**src/rtl/block_put_if.sv**
```systemverilog
// ---------------------------------------------------------------------------
// block_put_if
// Memory-side bus of the block write-back engine: one write port and one
// read port into the flat row-major result matrix buffer.
//
//   mem_we     write strobe            (master -> slave)
//   mem_waddr  write address           (master -> slave)
//   mem_wdata  write data              (master -> slave)
//   mem_re     read strobe             (master -> slave)
//   mem_raddr  read address            (master -> slave)
//   mem_rdata  read data, valid the cycle after mem_re (slave -> master)
// ---------------------------------------------------------------------------
interface block_put_if #(
  parameter int DATA_W = 16,
  parameter int ADDR_W = 10
);
  logic              mem_we;
  logic [ADDR_W-1:0] mem_waddr;
  logic [DATA_W-1:0] mem_wdata;
  logic              mem_re;
  logic [ADDR_W-1:0] mem_raddr;
  logic [DATA_W-1:0] mem_rdata;

  modport master (
    output mem_we, mem_waddr, mem_wdata, mem_re, mem_raddr,
    input  mem_rdata
  );

  modport slave (
    input  mem_we, mem_waddr, mem_wdata, mem_re, mem_raddr,
    output mem_rdata
  );
endinterface

```
**src/rtl/block_put.sv**
```systemverilog
// ---------------------------------------------------------------------------
// block_put
// Scatters a J x K tile from the compute array into a flat row-major matrix
// buffer, one element per cycle. Overwrite mode writes each in-bounds
// element; accumulate mode reads the element's location, then writes back
// the wrapped sum on the following cycle. Elements past the right or bottom
// matrix edge are skipped (one idle cycle each, no strobes).
//
// Ports
//   clk, rst        clock (rising edge), asynchronous active-high reset
//   start           request, sampled only in IDLE
//   start_row/col   tile origin inside the matrix
//   num_cols        matrix column count
//   matrix_len      total matrix elements (rows = matrix_len / num_cols)
//   accumulate      0 = overwrite, 1 = read-modify-write add
//   block_in        tile, element e = i*K+j at [e*DATA_W +: DATA_W]
//   mem             memory bus (block_put_if.master)
//   busy            operation in progress
//   block_put_done  one-cycle completion pulse
//   elems_written   writes performed by the last operation
//
// The state register names what the outputs show in the current cycle:
// RUN = overwrite write or skipped element, RD = read, ACC = accumulate
// write, DONE = completion pulse. Each edge therefore prepares the next
// element's strobes in advance, using the live inputs on the accepting edge
// and the latched operands afterwards.
// ---------------------------------------------------------------------------
module block_put #(
  parameter int DATA_W = 16,
  parameter int J      = 2,
  parameter int K      = 2,
  parameter int ADDR_W = 10
) (
  input  logic                  clk,
  input  logic                  rst,
  input  logic                  start,
  input  logic [ADDR_W-1:0]     start_row,
  input  logic [ADDR_W-1:0]     start_col,
  input  logic [ADDR_W-1:0]     num_cols,
  input  logic [ADDR_W-1:0]     matrix_len,
  input  logic                  accumulate,
  input  logic [J*K*DATA_W-1:0] block_in,
  block_put_if.master           mem,
  output logic                  busy,
  output logic                  block_put_done,
  output logic [ADDR_W-1:0]     elems_written
);

  localparam int NE   = J * K;
  localparam int EW   = (NE > 1) ? $clog2(NE) : 1;
  localparam int LAST = NE - 1;
  // Wide enough for (row + i) * num_cols + num_cols without overflow.
  localparam int PW   = 2 * ADDR_W + 2;

  typedef enum logic [2:0] {S_IDLE, S_RUN, S_RD, S_ACC, S_DONE} state_t;

  typedef struct packed {
    logic              inb;
    logic [ADDR_W-1:0] addr;
  } loc_t;

  // Row bound uses (row+1)*num_cols <= matrix_len, which is equivalent to
  // row < matrix_len / num_cols for num_cols > 0 and avoids a divider.
  function automatic loc_t locate(input logic [ADDR_W-1:0] row,
                                  input logic [ADDR_W-1:0] col,
                                  input logic [ADDR_W-1:0] ncols,
                                  input logic [ADDR_W-1:0] len,
                                  input logic [EW-1:0]     k);
    loc_t        res;
    int unsigned ki;
    logic [PW-1:0] rr, cc, nc, base;
    ki       = int'(k);
    rr       = PW'(row) + PW'(ki / K);
    cc       = PW'(col) + PW'(ki % K);
    nc       = PW'(ncols);
    base     = rr * nc;
    res.inb  = (cc < nc) && ((base + nc) <= PW'(len));
    res.addr = ADDR_W'(base + cc);
    return res;
  endfunction

  state_t                r_state;
  logic [ADDR_W-1:0]     r_row, r_col, r_ncols, r_len;
  logic                  r_acc;
  logic [NE*DATA_W-1:0]  r_block;
  logic [EW-1:0]         r_e;
  logic                  r_we, r_re, r_busy, r_done;
  logic [ADDR_W-1:0]     r_waddr, r_raddr, r_cnt;
  logic [DATA_W-1:0]     r_wdata;

  logic                  w_idle, w_last, w_degen, w_advance, w_src_acc;
  logic [ADDR_W-1:0]     w_src_row, w_src_col, w_src_ncols, w_src_len;
  logic [NE*DATA_W-1:0]  w_src_block;
  logic [EW-1:0]         w_next_e;
  logic [DATA_W-1:0]     w_elem;
  logic [ADDR_W-1:0]     w_cnt_base;
  loc_t                  w_loc;

  assign w_idle      = (r_state == S_IDLE);
  assign w_src_row   = w_idle ? start_row  : r_row;
  assign w_src_col   = w_idle ? start_col  : r_col;
  assign w_src_ncols = w_idle ? num_cols   : r_ncols;
  assign w_src_len   = w_idle ? matrix_len : r_len;
  assign w_src_acc   = w_idle ? accumulate : r_acc;
  assign w_src_block = w_idle ? block_in   : r_block;
  assign w_next_e    = w_idle ? '0 : r_e + EW'(1);
  assign w_cnt_base  = w_idle ? '0 : r_cnt;
  assign w_last      = (r_e == EW'(LAST));
  assign w_degen     = (num_cols == '0) || (matrix_len < num_cols);
  assign w_loc       = locate(w_src_row, w_src_col, w_src_ncols, w_src_len, w_next_e);

  // Another element is emitted on the accepting edge and after every
  // finished element except the last.
  assign w_advance = (w_idle && start && !w_degen) ||
                     ((r_state == S_RUN || r_state == S_ACC) && !w_last);

  // NOTE: combinational blocks assign a default first so no path leaves the
  // output unassigned, which would otherwise infer a latch.
  always_comb begin
    w_elem = '0;
    for (int e = 0; e < NE; e++) begin
      if (EW'(e) == w_next_e) w_elem = w_src_block[e*DATA_W +: DATA_W];
    end
  end

  // NOTE: sequential state uses non-blocking assignments so every register
  // samples pre-edge values; later assignments in this block deliberately
  // override the defaults and the case branches.
  always_ff @(posedge clk or posedge rst) begin
    if (rst) begin
      r_state <= S_IDLE;
      r_row   <= '0;
      r_col   <= '0;
      r_ncols <= '0;
      r_len   <= '0;
      r_acc   <= 1'b0;
      r_block <= '0;
      r_e     <= '0;
      r_we    <= 1'b0;
      r_re    <= 1'b0;
      r_busy  <= 1'b0;
      r_done  <= 1'b0;
      r_waddr <= '0;
      r_raddr <= '0;
      r_wdata <= '0;
      r_cnt   <= '0;
    end else begin
      r_we   <= 1'b0;
      r_re   <= 1'b0;
      r_done <= 1'b0;

      unique case (r_state)
        S_IDLE: begin
          if (start) begin
            r_row   <= start_row;
            r_col   <= start_col;
            r_ncols <= num_cols;
            r_len   <= matrix_len;
            r_acc   <= accumulate;
            r_block <= block_in;
            r_cnt   <= '0;
            if (w_degen) begin
              r_state <= S_DONE;
              r_done  <= 1'b1;
            end
          end
        end
        S_RUN, S_ACC: begin
          if (w_last) begin
            r_state <= S_DONE;
            r_done  <= 1'b1;
            r_busy  <= 1'b0;
          end
        end
        S_RD: begin
          // Write back to the address just read; the sum is formed on the
          // output because read data only arrives in the ACC cycle.
          r_state <= S_ACC;
          r_we    <= 1'b1;
          r_waddr <= r_raddr;
          r_cnt   <= r_cnt + ADDR_W'(1);
        end
        S_DONE:  r_state <= S_IDLE;
        default: r_state <= S_IDLE;
      endcase

      if (w_advance) begin
        r_busy <= 1'b1;
        r_e    <= w_next_e;
        if (!w_loc.inb) begin
          r_state <= S_RUN;
        end else if (w_src_acc) begin
          r_state <= S_RD;
          r_re    <= 1'b1;
          r_raddr <= w_loc.addr;
          r_wdata <= w_elem;          // held as the addend for ACC
        end else begin
          r_state <= S_RUN;
          r_we    <= 1'b1;
          r_waddr <= w_loc.addr;
          r_wdata <= w_elem;
          r_cnt   <= w_cnt_base + ADDR_W'(1);
        end
      end
    end
  end

  assign mem.mem_we      = r_we;
  assign mem.mem_re      = r_re;
  assign mem.mem_waddr   = r_waddr;
  assign mem.mem_raddr   = r_raddr;
  // Only the accumulate write has a path from mem_rdata; the sum wraps.
  assign mem.mem_wdata   = (r_state == S_ACC) ? r_wdata + mem.mem_rdata : r_wdata;
  assign busy            = r_busy;
  assign block_put_done  = r_done;
  assign elems_written   = r_cnt;

endmodule

```
**src/flat_wrapper.sv**
```systemverilog
// flat-port wrapper written by rule: the top's interface ports become plain ports
module block_put_flat 
#(
  parameter int DATA_W = 16,
  parameter int J      = 2,
  parameter int K      = 2,
  parameter int ADDR_W = 10
)
  (clk, rst, start, start_row, start_col, num_cols, matrix_len, accumulate, block_in, busy, block_put_done, elems_written, mem_mem_we, mem_mem_waddr, mem_mem_wdata, mem_mem_re, mem_mem_raddr, mem_mem_rdata);
  block_put_if #(.DATA_W(DATA_W), .ADDR_W(ADDR_W)) mem_i ();
  input  logic clk;
  input  logic rst;
  input  logic start;
  input  logic [ADDR_W-1:0] start_row;
  input  logic [ADDR_W-1:0] start_col;
  input  logic [ADDR_W-1:0] num_cols;
  input  logic [ADDR_W-1:0] matrix_len;
  input  logic accumulate;
  input  logic [J*K*DATA_W-1:0] block_in;
  output logic busy;
  output logic block_put_done;
  output logic [ADDR_W-1:0] elems_written;
  output wire logic [$bits(mem_i.mem_we)-1:0] mem_mem_we;
  output wire logic [$bits(mem_i.mem_waddr)-1:0] mem_mem_waddr;
  output wire logic [$bits(mem_i.mem_wdata)-1:0] mem_mem_wdata;
  output wire logic [$bits(mem_i.mem_re)-1:0] mem_mem_re;
  output wire logic [$bits(mem_i.mem_raddr)-1:0] mem_mem_raddr;
  input wire logic [$bits(mem_i.mem_rdata)-1:0] mem_mem_rdata;
  assign mem_mem_we = mem_i.mem_we;
  assign mem_mem_waddr = mem_i.mem_waddr;
  assign mem_mem_wdata = mem_i.mem_wdata;
  assign mem_mem_re = mem_i.mem_re;
  assign mem_mem_raddr = mem_i.mem_raddr;
  assign mem_i.mem_rdata = mem_mem_rdata;
  block_put #(.DATA_W(DATA_W), .J(J), .K(K), .ADDR_W(ADDR_W)) u_core (.clk(clk), .rst(rst), .start(start), .start_row(start_row), .start_col(start_col), .num_cols(num_cols), .matrix_len(matrix_len), .accumulate(accumulate), .block_in(block_in), .mem(mem_i), .busy(busy), .block_put_done(block_put_done), .elems_written(elems_written));
endmodule
```
**config.mk**
```make
export PLATFORM = sky130hd
export DESIGN_NAME = block_put_flat
export DESIGN_NICKNAME = d
export VERILOG_FILES = /design/src/rtl/block_put_if.sv /design/src/rtl/block_put.sv /design/src/flat_wrapper.sv
export SDC_FILE = /design/constraint.sdc
export NUM_CORES = 1
export LEC_CHECK = 0
export BUFFER_PORTS_ARGS = -buffer_cell sky130_fd_sc_hd__buf_2
export CORE_UTILIZATION = 65
export DETAILED_ROUTE_END_ITERATION = 10
export PLACE_DENSITY = 0.95
export RECOVER_POWER = 100
export SYNTH_ARGS = -nofsm -noshare
export SYNTH_HDL_FRONTEND = slang
export SYNTH_SLANG_ARGS = --single-unit
```
**constraint.sdc**
```tcl
create_clock -name clk -period 24.6 [get_ports clk]
set_input_delay 0 -clock clk [delete_from_list [all_inputs] [get_ports clk]]
set_output_delay 0 -clock clk [all_outputs]
set_load 0.05 [all_outputs]
```
==> metrics.log, run 1 <==
[metrics] mux share of post-synthesis cell area: 15.6%
[metrics] complex-gate fraction of the synthesized area: 10.9%
[metrics] number of cells produced by synthesis: approximately 1,400
[metrics] placed cell count: 1,849
[metrics] H-tree level count: 4
[metrics] routability cong.: 0.955
[metrics] number of distinct library cells after synthesis: 71
[metrics] mean post-synth cell area: 9.70 um2
[metrics] root buf cell: sky130_fd_sc_hd__clkbuf_16
[metrics] Initial Utilization: 66.6%
[metrics] Post-synth ARST share: 100%
[metrics] area fraction of the dominant cell type after synthesis: 28.5%
[metrics] total routing usage reported by global routing: 58.8%
[metrics] dominant combinational cell family by area after synthesis: adder cells
[metrics] count of buffers inserted at the top-level ports: 173
[metrics] post-synthesis sequential area ratio: around 29%
[metrics] Post CTS Setup Buffer Count: 0
[metrics] Synth Warn #: 0
[metrics] horizontal die dimension: 149 um
[metrics] stage at which the run stopped: 5_1_grt
[metrics] largest cells by area after synthesis: sky130_fd_sc_hd__dfrtp_1, sky130_fd_sc_hd__ha_1, sky130_fd_sc_hd__fa_1
[metrics] fraction of the mapped netlist area in adder cells: a little over a fifth
[metrics] post-synthesis register bit count: 160
[metrics] HPWL reported at the end of detailed placement: 29,800 um
[metrics] area of the mapped netlist: 14,000 um2
[metrics] xor/xnor share of the synthesized area: 4.47%
[metrics] Max Buffers Root-to-Sink: 2
[metrics] global-route wire length before repair: roughly 95,000 um
[metrics] cell with the most instances after synthesis: sky130_fd_sc_hd__dfrtp_1
[metrics] commonest register cell after synthesis: sky130_fd_sc_hd__dfrtp_1
[metrics] status: did not finish
[metrics] number of global-route vias before repair: 15,800
[metrics] leading cell types by count after synthesis: sky130_fd_sc_hd__dfrtp_1, sky130_fd_sc_hd__nand2_1, sky130_fd_sc_hd__inv_1
[metrics] cell taking the most area after synthesis: sky130_fd_sc_hd__dfrtp_1
[metrics] quantity of gates resized following cts: 0
[metrics] number of top-level pins: 174
[metrics] number of synthesized flops with an enable pin: 0
[metrics] Post-Syn Nets: 1,768
[metrics] number of buffers created by CTS: 17
[metrics] simple-gate portion of the synthesized area: 13.7%
[metrics] Die Span Y: 149 um
[metrics] Cell Rows: between 50 and 60
[metrics] maximum number of pins on one net before global-route repair: between 90 and 100
[metrics] Err: [ERROR GRT-0116] Global routing finished with congestion. Check the congestion regions in the DRC Viewer.
[metrics] worst slack after detailed placement: 13.51 ns
[metrics] remaining global-route overflow: 8
[metrics] number of sinks driven by the clock tree: 160
logic make-up after synthesis:
logic type,after synthesis
buffers and inverters,194
adder cells (fa/ha/maj),197
flip-flops,160
AO/OA/AOI/OAI,235
multiplexers,186
XOR/XNOR,69
AND/OR/NAND/NOR,406
layer usage:
layer / GRT usage (%) / overflow
met4: 55.6 / 4
met3: 42.2 / 0
met1: 59.5 / 0
met5: 9.09 / 0
met2: 77.0 / 4
timing repair:
action	4_1_cts
hold endpoints to repair	206
hold buffers	107
endpoints found under the setup margin	0
stage by stage:
step                cell area [um2]  hold slack, ns  util [%]
floorplan                     14000           0.152         -
detailed placement            15100           0.195      71.6
CTS                           16800           0.259      79.5
global placement              15100           0.190      71.6
==> run 2: changes to the inputs <==
--- a/config.mk
+++ b/config.mk
@@ -6,9 +6,9 @@
 export NUM_CORES = 1
 export LEC_CHECK = 0
 export BUFFER_PORTS_ARGS = -buffer_cell sky130_fd_sc_hd__buf_2
-export CORE_UTILIZATION = 65
+export CORE_UTILIZATION = 40
 export DETAILED_ROUTE_END_ITERATION = 10
-export PLACE_DENSITY = 0.95
+export PLACE_DENSITY_LB_ADDON = 0.15
 export RECOVER_POWER = 100
 export SYNTH_ARGS = -nofsm -noshare
 export SYNTH_HDL_FRONTEND = slang
==> metrics.log, run 2 <==
[metrics] status: complete, but fails checks (was did not finish)
[metrics] failing checks: max-capacitance violations, max-slew violations
[metrics] fraction of layout instances using a drive strength above 1: 17.7%
[metrics] remaining global-route overflow: 0
[metrics] Max Buffers Root-to-Sink: 2 (unchanged)
[metrics] Post CTS Setup Buffer Count: 0 (unchanged)
[metrics] endpoints failing hold: 0
[metrics] area of the core: 34,500 um2
[metrics] Critical Path Max Stage Delay: 2.14 ns
[metrics] CTS tree: yes
[metrics] length in cells of the worst reg-to-reg path: 35
[metrics] Post-Syn Nets: 1,768 (unchanged)
[metrics] number of top-level pins: 174 (unchanged)
[metrics] standard cell area after detailed placement: 15,400 um2 (was 15,100 um2)
[metrics] maximum number of pins on one net before global-route repair: 103
[metrics] biggest registers after layout: u_core.r_block x64, u_core.r_wdata x16
[metrics] latest clock arrival within the worst-skew pair: 0.44 ns
[metrics] cell with the most instances after synthesis: sky130_fd_sc_hd__dfrtp_1 (unchanged)
[metrics] global-route wire length before repair: 62,600 um
[metrics] number of sinks driven by the clock tree: 160 (unchanged)
[metrics] worst hold path type: input pin to flop
[metrics] Initial Utilization: 40.6% (was 66.6%)
[metrics] aggregate negative setup slack: 0 ns
[metrics] initial drt markers: between 600 and 700
[metrics] Detail Route Antenna Nets: 0
[metrics] Synth Warn #: 0 (unchanged)
[metrics] Worst Min Path Start: block_in[61]
[metrics] minimum clock period: around 13 ns
[metrics] Worst Max-Slew Pin Slew: 4.62 ns
[metrics] layout overhead on the synthesized area: 20.3%
[metrics] mean post-synth cell area: 9.70 um2 (unchanged)
[metrics] total routing usage reported by global routing: 22.6%
[metrics] final max-slew violation count: 324
[metrics] worst reg2reg path endpoint: u_core.mem.mem_raddr[0]
[metrics] Final nets: 2,025
[metrics] Worst Hold Depth: 3
[metrics] post-synthesis sequential area ratio: 28.5% (unchanged)
[metrics] register with the most flip-flops: u_core.r_block
[metrics] worst r2r src: u_core.r_state[1]
[metrics] arrival time of data at the critical path endpoint: around 13 ns
[metrics] final critical-path share of the clock period: 53.2%
[metrics] number of cells produced by synthesis: 1,447 (unchanged)
[metrics] area fraction of the dominant cell type after synthesis: 28.5% (unchanged)
[metrics] worst-path maximum fanout: 49
[metrics] number of buffers created by CTS: 17 (unchanged)
[metrics] HPWL reported at the end of detailed placement: 30,200 um (was 29,800 um)
[metrics] Post-synth ARST share: 100% (unchanged)
[metrics] horizontal die dimension: 189 um (was 149 um)
[metrics] worst slew margin relative to its limit: -210%
[metrics] H-tree level count: 4 (unchanged)
[metrics] top achievable clock speed: 0.0763 GHz
[metrics] Cell Rows: 68 (was 53)
[metrics] leading cell types by count after synthesis: sky130_fd_sc_hd__dfrtp_1, sky130_fd_sc_hd__nand2_1, sky130_fd_sc_hd__inv_1 (unchanged)
[metrics] number of global-route vias before repair: between 10,000 and 15,000
[metrics] Hold Crit Endpoint: u_core.r_block[61]
[metrics] total of endpoints with negative setup slack in the final report: 0
[metrics] final worst slack: approximately 12 ns
[metrics] standard cell with the maximum stage delay on the critical path: sky130_fd_sc_hd__clkbuf_1
[metrics] Layout Cell Area excl Fill: ~17,000 um2
[metrics] residual DRC count: 0
[metrics] Critical Path Source: u_core.r_state[1]
[metrics] largest cells by area after synthesis: sky130_fd_sc_hd__dfrtp_1, sky130_fd_sc_hd__ha_1, sky130_fd_sc_hd__fa_1 (unchanged)
[metrics] commonest register cell after synthesis: sky130_fd_sc_hd__dfrtp_1 (unchanged)
[metrics] overall routed net length: 39,700 um
[metrics] routability cong.: 0.870 (was 0.955)
[metrics] maxcap violations: 5
[metrics] number of synthesized flops with an enable pin: 0 (unchanged)
[metrics] worst slack after detailed placement: 14.13 ns (was 13.51 ns)
[metrics] Clock transition at path regs: 0.08 ns
[metrics] cell taking the most area after synthesis: sky130_fd_sc_hd__dfrtp_1 (unchanged)
[metrics] initial antenna violation count: 1
[metrics] setup clock skew after layout: about 0.014 ns
[metrics] routed length per placed instance: 18.3 um
[metrics] vias per std cell: 5.28
[metrics] reg-to-reg setup timing slack: 11.50 ns
[metrics] highest-count cells in the layout ignoring fill and taps: sky130_fd_sc_hd__dfrtp_1, sky130_fd_sc_hd__nand2_1, sky130_fd_sc_hd__inv_1
[metrics] Worst Path Required: 24.93 ns
[metrics] root buf cell: sky130_fd_sc_hd__clkbuf_16 (unchanged)
[metrics] via count: around 11,000
[metrics] number of distinct library cells after synthesis: 71 (unchanged)
[metrics] area of the mapped netlist: 14,000 um2 (unchanged)
[metrics] Die Span Y: 189 um (was 149 um)
[metrics] setup repair after global routing missed its margin: no
[metrics] crit start category: flop
[metrics] DIE AREA: about 36,000 um2
[metrics] sort of element at the end of the critical path: flop
[metrics] most frequent standard cell in the layout excluding fill and tap cells: sky130_fd_sc_hd__dfrtp_1
[metrics] count of buffers inserted at the top-level ports: 173 (unchanged)
[metrics] post-synthesis register bit count: 160 (unchanged)
[metrics] quantity of gates resized following cts: 0 (unchanged)
[metrics] flip-flop count of the largest register after layout: 64
[metrics] crit path kind: flop to flop
[metrics] TritonRoute pass-1 iters: 5
==> run 2: cell counts after synthesis <==
No cell type changed its count.
==> run 2: what timing repair did <==
item / 4_1_cts / 5_1_grt
endpoints found under the setup margin: 0 / 0
endpoints found under the hold margin: 227 / 0
hold buffers: 107 / 0
==> run 2: logic make-up after synthesis <==
logic type / count (synthesis) / share of synthesized area [%]
compound gates: 235 / 10.9
buf+inv: 194 / 5.34
xor+xnor: 69 / 4.47
mux: 186 / 15.6
simple gates: 406 / 13.7
fa+ha+maj: 197 / 21.5
flops: 160 / 28.5
==> run 2: per-stage QoR <==
step                std cells  hold slack [ns]  utilization [%]
floorplan                1447            0.152                -
CTS                      2171            0.303             49.2
detailed placement       2032            0.235             44.5
global route             2173            0.324             48.9
finish                   2173            0.325             48.9
global placement         2032            0.231             44.5
==> run 2: worst max path at each step <==
stage / end / slack, ns / depth (start not counted)
6_report: u_core.mem.mem_raddr[0] / 11.50 / 35
5_1_grt: u_core.mem.mem_raddr[0] / 10.32 / 35
4_1_cts: u_core.r_wdata[13] / 14.10 / 37
3_5_place_dp: u_core.r_wdata[13] / 14.13 / 37
3_3_place_gp: u_core.r_wdata[10] / 14.48 / 37
2_1_floorplan: u_core.r_wdata[0] / 14.23 / 43
==> run 2: worst max-delay path: cells and delay by family, from the launching register on <==
kind	cells	cell delay (ns)
fa+ha+maj	8	3.18
buf+inv	5	2.48
flops	1	0.50
mux	2	0.92
xor+xnor	3	1.10
simple gates	9	2.71
compound gates	8	2.04
==> run 2: cell type report <==
class                   instances  area (um2)
clock buffers                  19         443
multi-input cells            1093        9240
clock inverters                13         143
diodes                          1        2.50
fillers                      3323       17600
flip-flops and latches        160        4000
inverters                     136         512
repair buffers                296        1980
well taps                     455         569
==> run 2: routing by layer <==
layer	GRT usage [%]	wire [um]	up-vias
met5	0	0	-
met4	5.09	618	0
met3	3.63	1840	39
met2	35.0	17900	301
met1	32.9	19300	5611
li1	-	-	5523
Power of run 2 is not shown: default switching activity piles up to over one toggle a cycle in this logic, so the estimate is an artifact.
==> run 3: changes to the inputs <==
--- a/config.mk
+++ b/config.mk
@@ -5,6 +5,7 @@
 export SDC_FILE = /design/constraint.sdc
 export NUM_CORES = 1
 export LEC_CHECK = 0
+export ABC_AREA = 1
 export BUFFER_PORTS_ARGS = -buffer_cell sky130_fd_sc_hd__buf_2
 export CORE_UTILIZATION = 40
 export DETAILED_ROUTE_END_ITERATION = 10
==> constraint.sdc (replaced) <==
create_clock -name clk -period 11.5 [get_ports clk]
set_input_delay 0 -clock clk [delete_from_list [all_inputs] [get_ports clk]]
set_output_delay 0 -clock clk [all_outputs]
set_load 0.05 [all_outputs]
==> metrics.log, run 3 <==
[metrics] highest metal layer with signal wires: met4 (unchanged)
[metrics] Post-Syn Nets: 2,411 (was 1,768)
[metrics] number of top-level pins: 174 (unchanged)
[metrics] crit start category: flop (unchanged)
[metrics] count of buffers inserted at the top-level ports: 173 (unchanged)
[metrics] CP dominant cell by count: sky130_fd_sc_hd__nand2_1
[metrics] count of inserted antenna diode cells: 0 (was 1)
[metrics] Max Buffers Root-to-Sink: 2 (unchanged)
[metrics] Critical Path Max Stage Delay: 0.60 ns (was 2.14 ns)
[metrics] total routing usage reported by global routing: 24.4% (was 22.6%)
[metrics] number of synthesized flops with an enable pin: 0 (unchanged)
[metrics] remaining global-route overflow: 0 (unchanged)
[metrics] setup clock skew after layout: 0.0100 ns (was 0.0144 ns)
[metrics] aggregate negative setup slack: 0 ns (unchanged)
[metrics] most frequent standard cell in the layout excluding fill and tap cells: sky130_fd_sc_hd__nand2_1 (was sky130_fd_sc_hd__dfrtp_1)
[metrics] fraction of layout instances using a drive strength above 1: 9.55% (was 17.7%)
[metrics] register with the most flip-flops: u_core.r_block (unchanged)
[metrics] number of buffers created by CTS: 17 (unchanged)
[metrics] cell with the most instances after synthesis: sky130_fd_sc_hd__nand2_1 (was sky130_fd_sc_hd__dfrtp_1)
[metrics] initial antenna violation count: 0 (was 1)
[metrics] maxcap violations: 5 (unchanged)
[metrics] global-route wire length before repair: 72,900 um (was 62,600 um)
[metrics] number of global-route vias before repair: 14,000 (was 11,300)
[metrics] Die Span Y: 194 um (was 189 um)
[metrics] number of cells produced by synthesis: 2,090 (was 1,447)
[metrics] Worst Max-Slew Pin Slew: 4.14 ns (was 4.62 ns)
[metrics] top achievable clock speed: 0.0954 GHz (was 0.0763 GHz)
[metrics] flip-flop count of the largest register after layout: 64 (unchanged)
[metrics] setup repair after global routing missed its margin: no (unchanged)
[metrics] horizontal die dimension: 194 um (was 189 um)
[metrics] root buf cell: sky130_fd_sc_hd__clkbuf_16 (unchanged)
[metrics] post-synthesis register bit count: 160 (unchanged)
[metrics] layout overhead on the synthesized area: 19.4% (was 20.3%)
[metrics] number of filler cells placed in the layout: 3,680 (was 3,323)
[metrics] residual DRC count: 0 (unchanged)
[metrics] TritonRoute pass-1 iters: 5 (unchanged)
[metrics] Post CTS Setup Buffer Count: 0 (unchanged)
[metrics] area fraction of the dominant cell type after synthesis: 27.1% (was 28.5%)
[metrics] area of the mapped netlist: 14,700 um2 (was 14,000 um2)
[metrics] biggest registers after layout: u_core.r_block x64, u_core.r_wdata x16 (unchanged)
[metrics] worst hold path type: input pin to flop (unchanged)
[metrics] routability cong.: 0.921 (was 0.870)
[metrics] met2 wire length: 21,400 um (was 17,900 um)
[metrics] mean post-synth cell area: 7.06 um2 (was 9.70 um2)
[metrics] largest cells by area after synthesis: sky130_fd_sc_hd__dfrtp_1, sky130_fd_sc_hd__nand2_1, sky130_fd_sc_hd__ha_1 (was sky130_fd_sc_hd__dfrtp_1, sky130_fd_sc_hd__ha_1, sky130_fd_sc_hd__fa_1)
[metrics] number of sinks driven by the clock tree: 160 (unchanged)
[metrics] latest clock arrival within the worst-skew pair: 0.44 ns (about the same)
[metrics] DIE AREA: 37,600 um2 (was 35,800 um2)
[metrics] H-tree level count: 4 (unchanged)
[metrics] via count: 14,200 (was 11,500)
[metrics] endpoints failing hold: 0 (unchanged)
[metrics] Post-synth ARST share: 100% (unchanged)
[metrics] failing checks: max-capacitance violations, max-slew violations (unchanged)
[metrics] Clock transition at path regs: 0.06 ns (was 0.08 ns)
[metrics] leading cell types by count after synthesis: sky130_fd_sc_hd__nand2_1, sky130_fd_sc_hd__inv_1, sky130_fd_sc_hd__nor2_1 (was sky130_fd_sc_hd__dfrtp_1, sky130_fd_sc_hd__nand2_1, sky130_fd_sc_hd__inv_1)
[metrics] post-synthesis sequential area ratio: 27.1% (was 28.5%)
[metrics] arrival time of data at the critical path endpoint: 10.85 ns (was 13.42 ns)
[metrics] CTS tree: yes (unchanged)
[metrics] commonest register cell after synthesis: sky130_fd_sc_hd__dfrtp_1 (unchanged)
[metrics] crit path kind: flop to flop (unchanged)
[metrics] area of the core: 35,900 um2 (was 34,500 um2)
[metrics] minimum clock period: 10.48 ns (was 13.10 ns)
[metrics] Initial Utilization: 41.1% (was 40.6%)
[metrics] overall routed net length: 44,800 um (was 39,700 um)
[metrics] vias per std cell: 5.05 (was 5.28)
[metrics] initial drt markers: 870 (was 692)
[metrics] Synth Warn #: 0 (unchanged)
[metrics] Final nets: 2,665 (was 2,025)
[metrics] worst slew margin relative to its limit: -176% (was -210%)
[metrics] M1 wire length: 20,200 um (was 19,300 um)
[metrics] routed length per placed instance: 15.9 um (was 18.3 um)
[metrics] cell taking the most area after synthesis: sky130_fd_sc_hd__dfrtp_1 (unchanged)
[metrics] sort of element at the end of the critical path: flop (unchanged)
[metrics] HPWL reported at the end of detailed placement: 34,600 um (was 30,200 um)
[metrics] routed wire length on met3: 1890 um (was 1840 um)
[metrics] standard cell with the maximum stage delay on the critical path: sky130_fd_sc_hd__dfrtp_1 (was sky130_fd_sc_hd__clkbuf_1)
[metrics] number of distinct library cells after synthesis: 47 (was 71)
[metrics] Detail Route Antenna Nets: 0 (unchanged)
[metrics] highest-count cells in the layout ignoring fill and taps: sky130_fd_sc_hd__nand2_1, sky130_fd_sc_hd__inv_1, sky130_fd_sc_hd__o21ai_0 (was sky130_fd_sc_hd__dfrtp_1, sky130_fd_sc_hd__nand2_1, sky130_fd_sc_hd__inv_1)
[metrics] status: complete, but fails checks (unchanged)
[metrics] Worst Path Required: 11.87 ns (was 24.93 ns)
[metrics] maximum number of pins on one net before global-route repair: 86 (was 103)
[metrics] final critical-path share of the clock period: 91.1% (was 53.2%)
[metrics] worst-path maximum fanout: 33 (was 49)
[metrics] Cell Rows: 69 (was 68)
[metrics] final max-slew violation count: 379 (was 324)
[metrics] total of endpoints with negative setup slack in the final report: 0 (unchanged)
## run 3: cell count changes after synthesis, sizes merged, moves of 27 or more
| cell | before | now |
|---|---|---|
| nand2b | 27 | 0 |
| nand2 | 143 | 694 |
| mux2i | 60 | 0 |
| o21ai | 63 | 205 |
| xnor2 | 44 | 16 |
| inv | 134 | 298 |
| mux2 | 111 | 0 |
| nor2 | 93 | 186 |
## run 3: area by class of cell
cell class / instances / area (um2) / area share (%)
clock buffers: 20 / 467 / 2.65
multi-input cells: 1569 / 9280 / 52.7
inverters: 303 / 1140 / 6.49
repair buffers: 293 / 1960 / 11.1
well taps: 461 / 577 / 3.28
clock inverters: 11 / 176 / 1.00
flip-flops and latches: 160 / 4000 / 22.7
## run 3: kinds of logic after synthesis
group / share of synthesized area [%]
flip-flops: 27.1
XOR/XNOR: 2.90
adder cells (fa/ha/maj): 20.4
AO/OA/AOI/OAI: 11.4
AND/OR/NAND/NOR: 28.6
buffers and inverters: 9.48
## run 3: final timing paths
| path | startpoint | end | slack, ns | depth (start not counted) |
|---|---|---|---|---|
| min | block_in[54] | u_core.r_block[54] | 0.29 | 4 |
| min reg2reg | u_core.r_acc | u_core.r_acc | 0.47 | 2 |
| min in group asynchronous | rst | u_core.r_row[1] | 1.25 | 3 |
| max | u_core.r_e[0] | u_core.mem.mem_raddr[9] | 1.02 | 50 |
| max reg2reg | u_core.r_e[0] | u_core.mem.mem_raddr[9] | 1.02 | 50 |
| max in group asynchronous | rst | u_core.mem.mem_raddr[4] | 5.11 | 4 |
## run 3: routing by layer
layer | global-route usage, % | vias up
met5 | 0 | -
met4 | 9.02 | 0
met3 | 3.36 | 72
met2 | 41.3 | 378
met1 | 31.7 | 6680
li1 | - | 7101
## run 3: per-stage QoR
step	setup WS [ns]	hold slack (ns)	cells	utilization, %	area [um2]
2_1_floorplan	2.63	0.110	2090	-	14700
3_3_place_gp	1.17	0.196	2679	44.7	16000
3_5_place_dp	0.897	0.200	2679	44.7	16000
4_1_cts	0.836	0.270	2817	49.4	17800
5_1_grt	0.0905	0.293	2817	49.0	17600
6_report	1.02	0.291	2817	49.0	17600
## run 3: what timing repair did
| item | in CTS | in global routing |
|---|---|---|
| gates resized for setup | 0 | 1 |
| endpoints found under the setup margin | 0 | 1 |
| endpoints found under the hold margin | 193 | 0 |
| hold buffers | 107 | 0 |
## run 3: critical path, delay by kind of cell, from the launching register on
kind                     cells  cell delay, ns
adder cells (fa/ha/maj)     11            4.15
AND/OR/NAND/NOR             25            3.05
buffers and inverters        8            1.55
flip-flops                   1            0.60
AO/OA/AOI/OAI                4            0.57
XOR/XNOR                     2            0.43
Power of run 3 is left out for the same reason.
==> run 4: changes to the inputs <==
==> constraint.sdc (replaced) <==
create_clock -name clk -period 11.5 [get_ports clk]
set_input_delay 0.575 -clock clk [delete_from_list [all_inputs] [get_ports clk]]
set_output_delay 0.575 -clock clk [all_outputs]
set_load 0.05 [all_outputs]
==> metrics.log, run 4 (synthesis results as in run 3) <==
[metrics] status: complete, but fails checks (unchanged)
[metrics] failing checks: max-capacitance violations, max-slew violations (unchanged)
[metrics] maxcap violations: 5 (unchanged)
[metrics] worst-path maximum fanout: 33 (unchanged)
[metrics] horizontal die dimension: 194 um (unchanged)
[metrics] highest-count cells in the layout ignoring fill and taps: sky130_fd_sc_hd__nand2_1, sky130_fd_sc_hd__inv_1, sky130_fd_sc_hd__o21ai_0 (unchanged)
[metrics] overall routed net length: 43,400 um (was 44,800 um)
[metrics] M1 wire length: 20,100 um (was 20,200 um)
[metrics] final max-slew violation count: 379 (unchanged)
[metrics] Layout Cell Area excl Fill: 16,500 um2 (was 17,600 um2)
[metrics] aggregate negative setup slack: 0 ns (unchanged)
[metrics] top achievable clock speed: 0.0957 GHz (was 0.0954 GHz)
[metrics] worst slew margin relative to its limit: -176% (about the same)
[metrics] register with the most flip-flops: u_core.r_block (unchanged)
[metrics] endpoints failing hold: 0 (unchanged)
[metrics] Post-Route Hold Slack: 0.322 ns (was 0.291 ns)
[metrics] multi-input combinational cell area: 9280 um2 (unchanged)
[metrics] H-tree level count: 4 (unchanged)
[metrics] latest clock arrival within the worst-skew pair: 0.44 ns (about the same)
[metrics] remaining global-route overflow: 0 (unchanged)
[metrics] residual DRC count: 0 (unchanged)
[metrics] arrival time of data at the critical path endpoint: 10.82 ns (was 10.85 ns)
[metrics] Critical Path Max Stage Delay: 0.60 ns (about the same)
[metrics] setup repair after global routing missed its margin: no (unchanged)
[metrics] Cell Rows: 69 (unchanged)
[metrics] number of global-route vias before repair: 13,400 (was 14,000)
[metrics] TritonRoute pass-1 iters: 5 (unchanged)
[metrics] standard cell area after detailed placement: 16,000 um2 (unchanged)
[metrics] routed length per placed instance: 16.0 um (was 15.9 um)
[metrics] layout overhead on the synthesized area: 12.1% (was 19.4%)
[metrics] area of the core: 35,900 um2 (unchanged)
[metrics] initial drt markers: 806 (was 870)
[metrics] Max Buffers Root-to-Sink: 2 (unchanged)
[metrics] CP dominant cell by count: sky130_fd_sc_hd__nand2_1 (unchanged)
[metrics] met2 wire length: 20,400 um (was 21,400 um)
[metrics] area occupied by registers: 4000 um2 (unchanged)
[metrics] maximum number of pins on one net before global-route repair: 86 (unchanged)
[metrics] number of buffers created by CTS: 17 (unchanged)
[metrics] worst hold path type: input pin to flop (unchanged)
[metrics] fraction of layout instances using a drive strength above 1: 10.0% (was 9.55%)
[metrics] number of sinks driven by the clock tree: 160 (unchanged)
[metrics] Clock transition at path regs: 0.07 ns (was 0.06 ns)
[metrics] CTS tree: yes (unchanged)
[metrics] vias per std cell: 5.05 (about the same)
[metrics] setup clock skew after layout: 0.00798 ns (was 0.0100 ns)
[metrics] number of buffers and inverters on the critical path: 8 (unchanged)
[metrics] final critical-path share of the clock period: 90.8% (was 91.1%)
[metrics] initial antenna violation count: 0 (unchanged)
[metrics] total of endpoints with negative setup slack in the final report: 0 (unchanged)
[metrics] Final nets: 2,558 (was 2,665)
[metrics] flip-flop count of the largest register after layout: 64 (unchanged)
[metrics] crit start category: flop (unchanged)
[metrics] minimum clock period: 10.45 ns (was 10.48 ns)
[metrics] fin util: 46.0% (was 49.0%)
[metrics] number of top-level pins: 174 (unchanged)
[metrics] Detail Route Antenna Nets: 0 (unchanged)
[metrics] count of inserted antenna diode cells: 0 (unchanged)
[metrics] total routing usage reported by global routing: 23.7% (was 24.4%)
[metrics] number of filler cells placed in the layout: 3,783 (was 3,680)
[metrics] count of buffers inserted at the top-level ports: 173 (unchanged)
[metrics] delay-heaviest family, CP: adder cells (unchanged)
[metrics] via count: 13,700 (was 14,200)
[metrics] biggest registers after layout: u_core.r_block x64, u_core.r_wdata x16 (unchanged)
[metrics] standard cell with the maximum stage delay on the critical path: sky130_fd_sc_hd__dfrtp_1 (unchanged)
[metrics] highest metal layer with signal wires: met4 (unchanged)
[metrics] Worst Max-Slew Pin Slew: 4.14 ns (about the same)
[metrics] HPWL reported at the end of detailed placement: 34,600 um (unchanged)
[metrics] global-route wire length before repair: 70,600 um (was 72,900 um)
[metrics] Post CTS Setup Buffer Count: 0 (unchanged)
[metrics] Die Span Y: 194 um (unchanged)
[metrics] sort of element at the end of the critical path: flop (unchanged)
[metrics] crit path kind: flop to flop (unchanged)
[metrics] most frequent standard cell in the layout excluding fill and tap cells: sky130_fd_sc_hd__nand2_1 (unchanged)
[metrics] Initial Utilization: 41.1% (unchanged)
[metrics] routability cong.: 0.921 (unchanged)
[metrics] Worst Path Required: 11.88 ns (was 11.87 ns)
[metrics] routed wire length on met3: 1740 um (was 1890 um)
[metrics] DIE AREA: 37,600 um2 (unchanged)
[metrics] root buf cell: sky130_fd_sc_hd__clkbuf_16 (unchanged)
-- run 4: per-layer routing --
metal / up-vias / track usage (%)
li1: 6884 / -
met1: 6420 / 31.4
met2: 321 / 39.8
met3: 52 / 3.13
met4: 0 / 7.97
met5: - / 0
-- run 4: through the flow --
| stage | setup slack, ns | instances |
|---|---|---|
| 6_report | 1.05 | 2710 |
| 3_3_place_gp | 1.17 | 2679 |
| 2_1_floorplan | 2.63 | 2090 |
| 4_1_cts | 0.836 | 2710 |
| 5_1_grt | 0.0912 | 2710 |
| 3_5_place_dp | 0.897 | 2679 |
-- run 4: final timing paths --
kind	from	end	slack (ns)	depth (start not counted)
min in group asynchronous	rst	u_core.r_row[1]	1.30	2
hold reg to reg	u_core.r_acc	u_core.r_acc	0.47	2
setup reg to reg	u_core.r_e[0]	u_core.mem.mem_raddr[9]	1.05	50
setup / recovery	u_core.r_e[0]	u_core.mem.mem_raddr[9]	1.05	50
max in group asynchronous	rst	u_core.mem.mem_raddr[4]	5.09	3
hold / removal	block_in[48]	u_core.r_block[48]	0.32	3
-- run 4: what timing repair did --
action                                  CTS  global route
resized for setup                         0             1
endpoints found under the setup margin    0             1
hold buffers                              0             0
endpoints found under the hold margin     0             0
-- run 4: worst reg2reg max path, delay by kind of cell, from the launching register on --
kind / cells / cell delay [ns]
compound gates: 4 / 0.57
xor+xnor: 2 / 0.43
fa+ha+maj: 11 / 4.16
flops: 1 / 0.60
simple gates: 25 / 3.06
buf+inv: 8 / 1.55
-- run 4: final cells by class --
type	count	share of cell area, %
Clock inverter	11	1.07
Timing Repair Buffer	186	5.38
Sequential cell	160	24.2
Multi-Input combinational cell	1569	56.1
Clock buffer	20	2.82
Inverter	303	6.91
Tap cell	461	3.49
Power of run 4 is left out for the same reason.
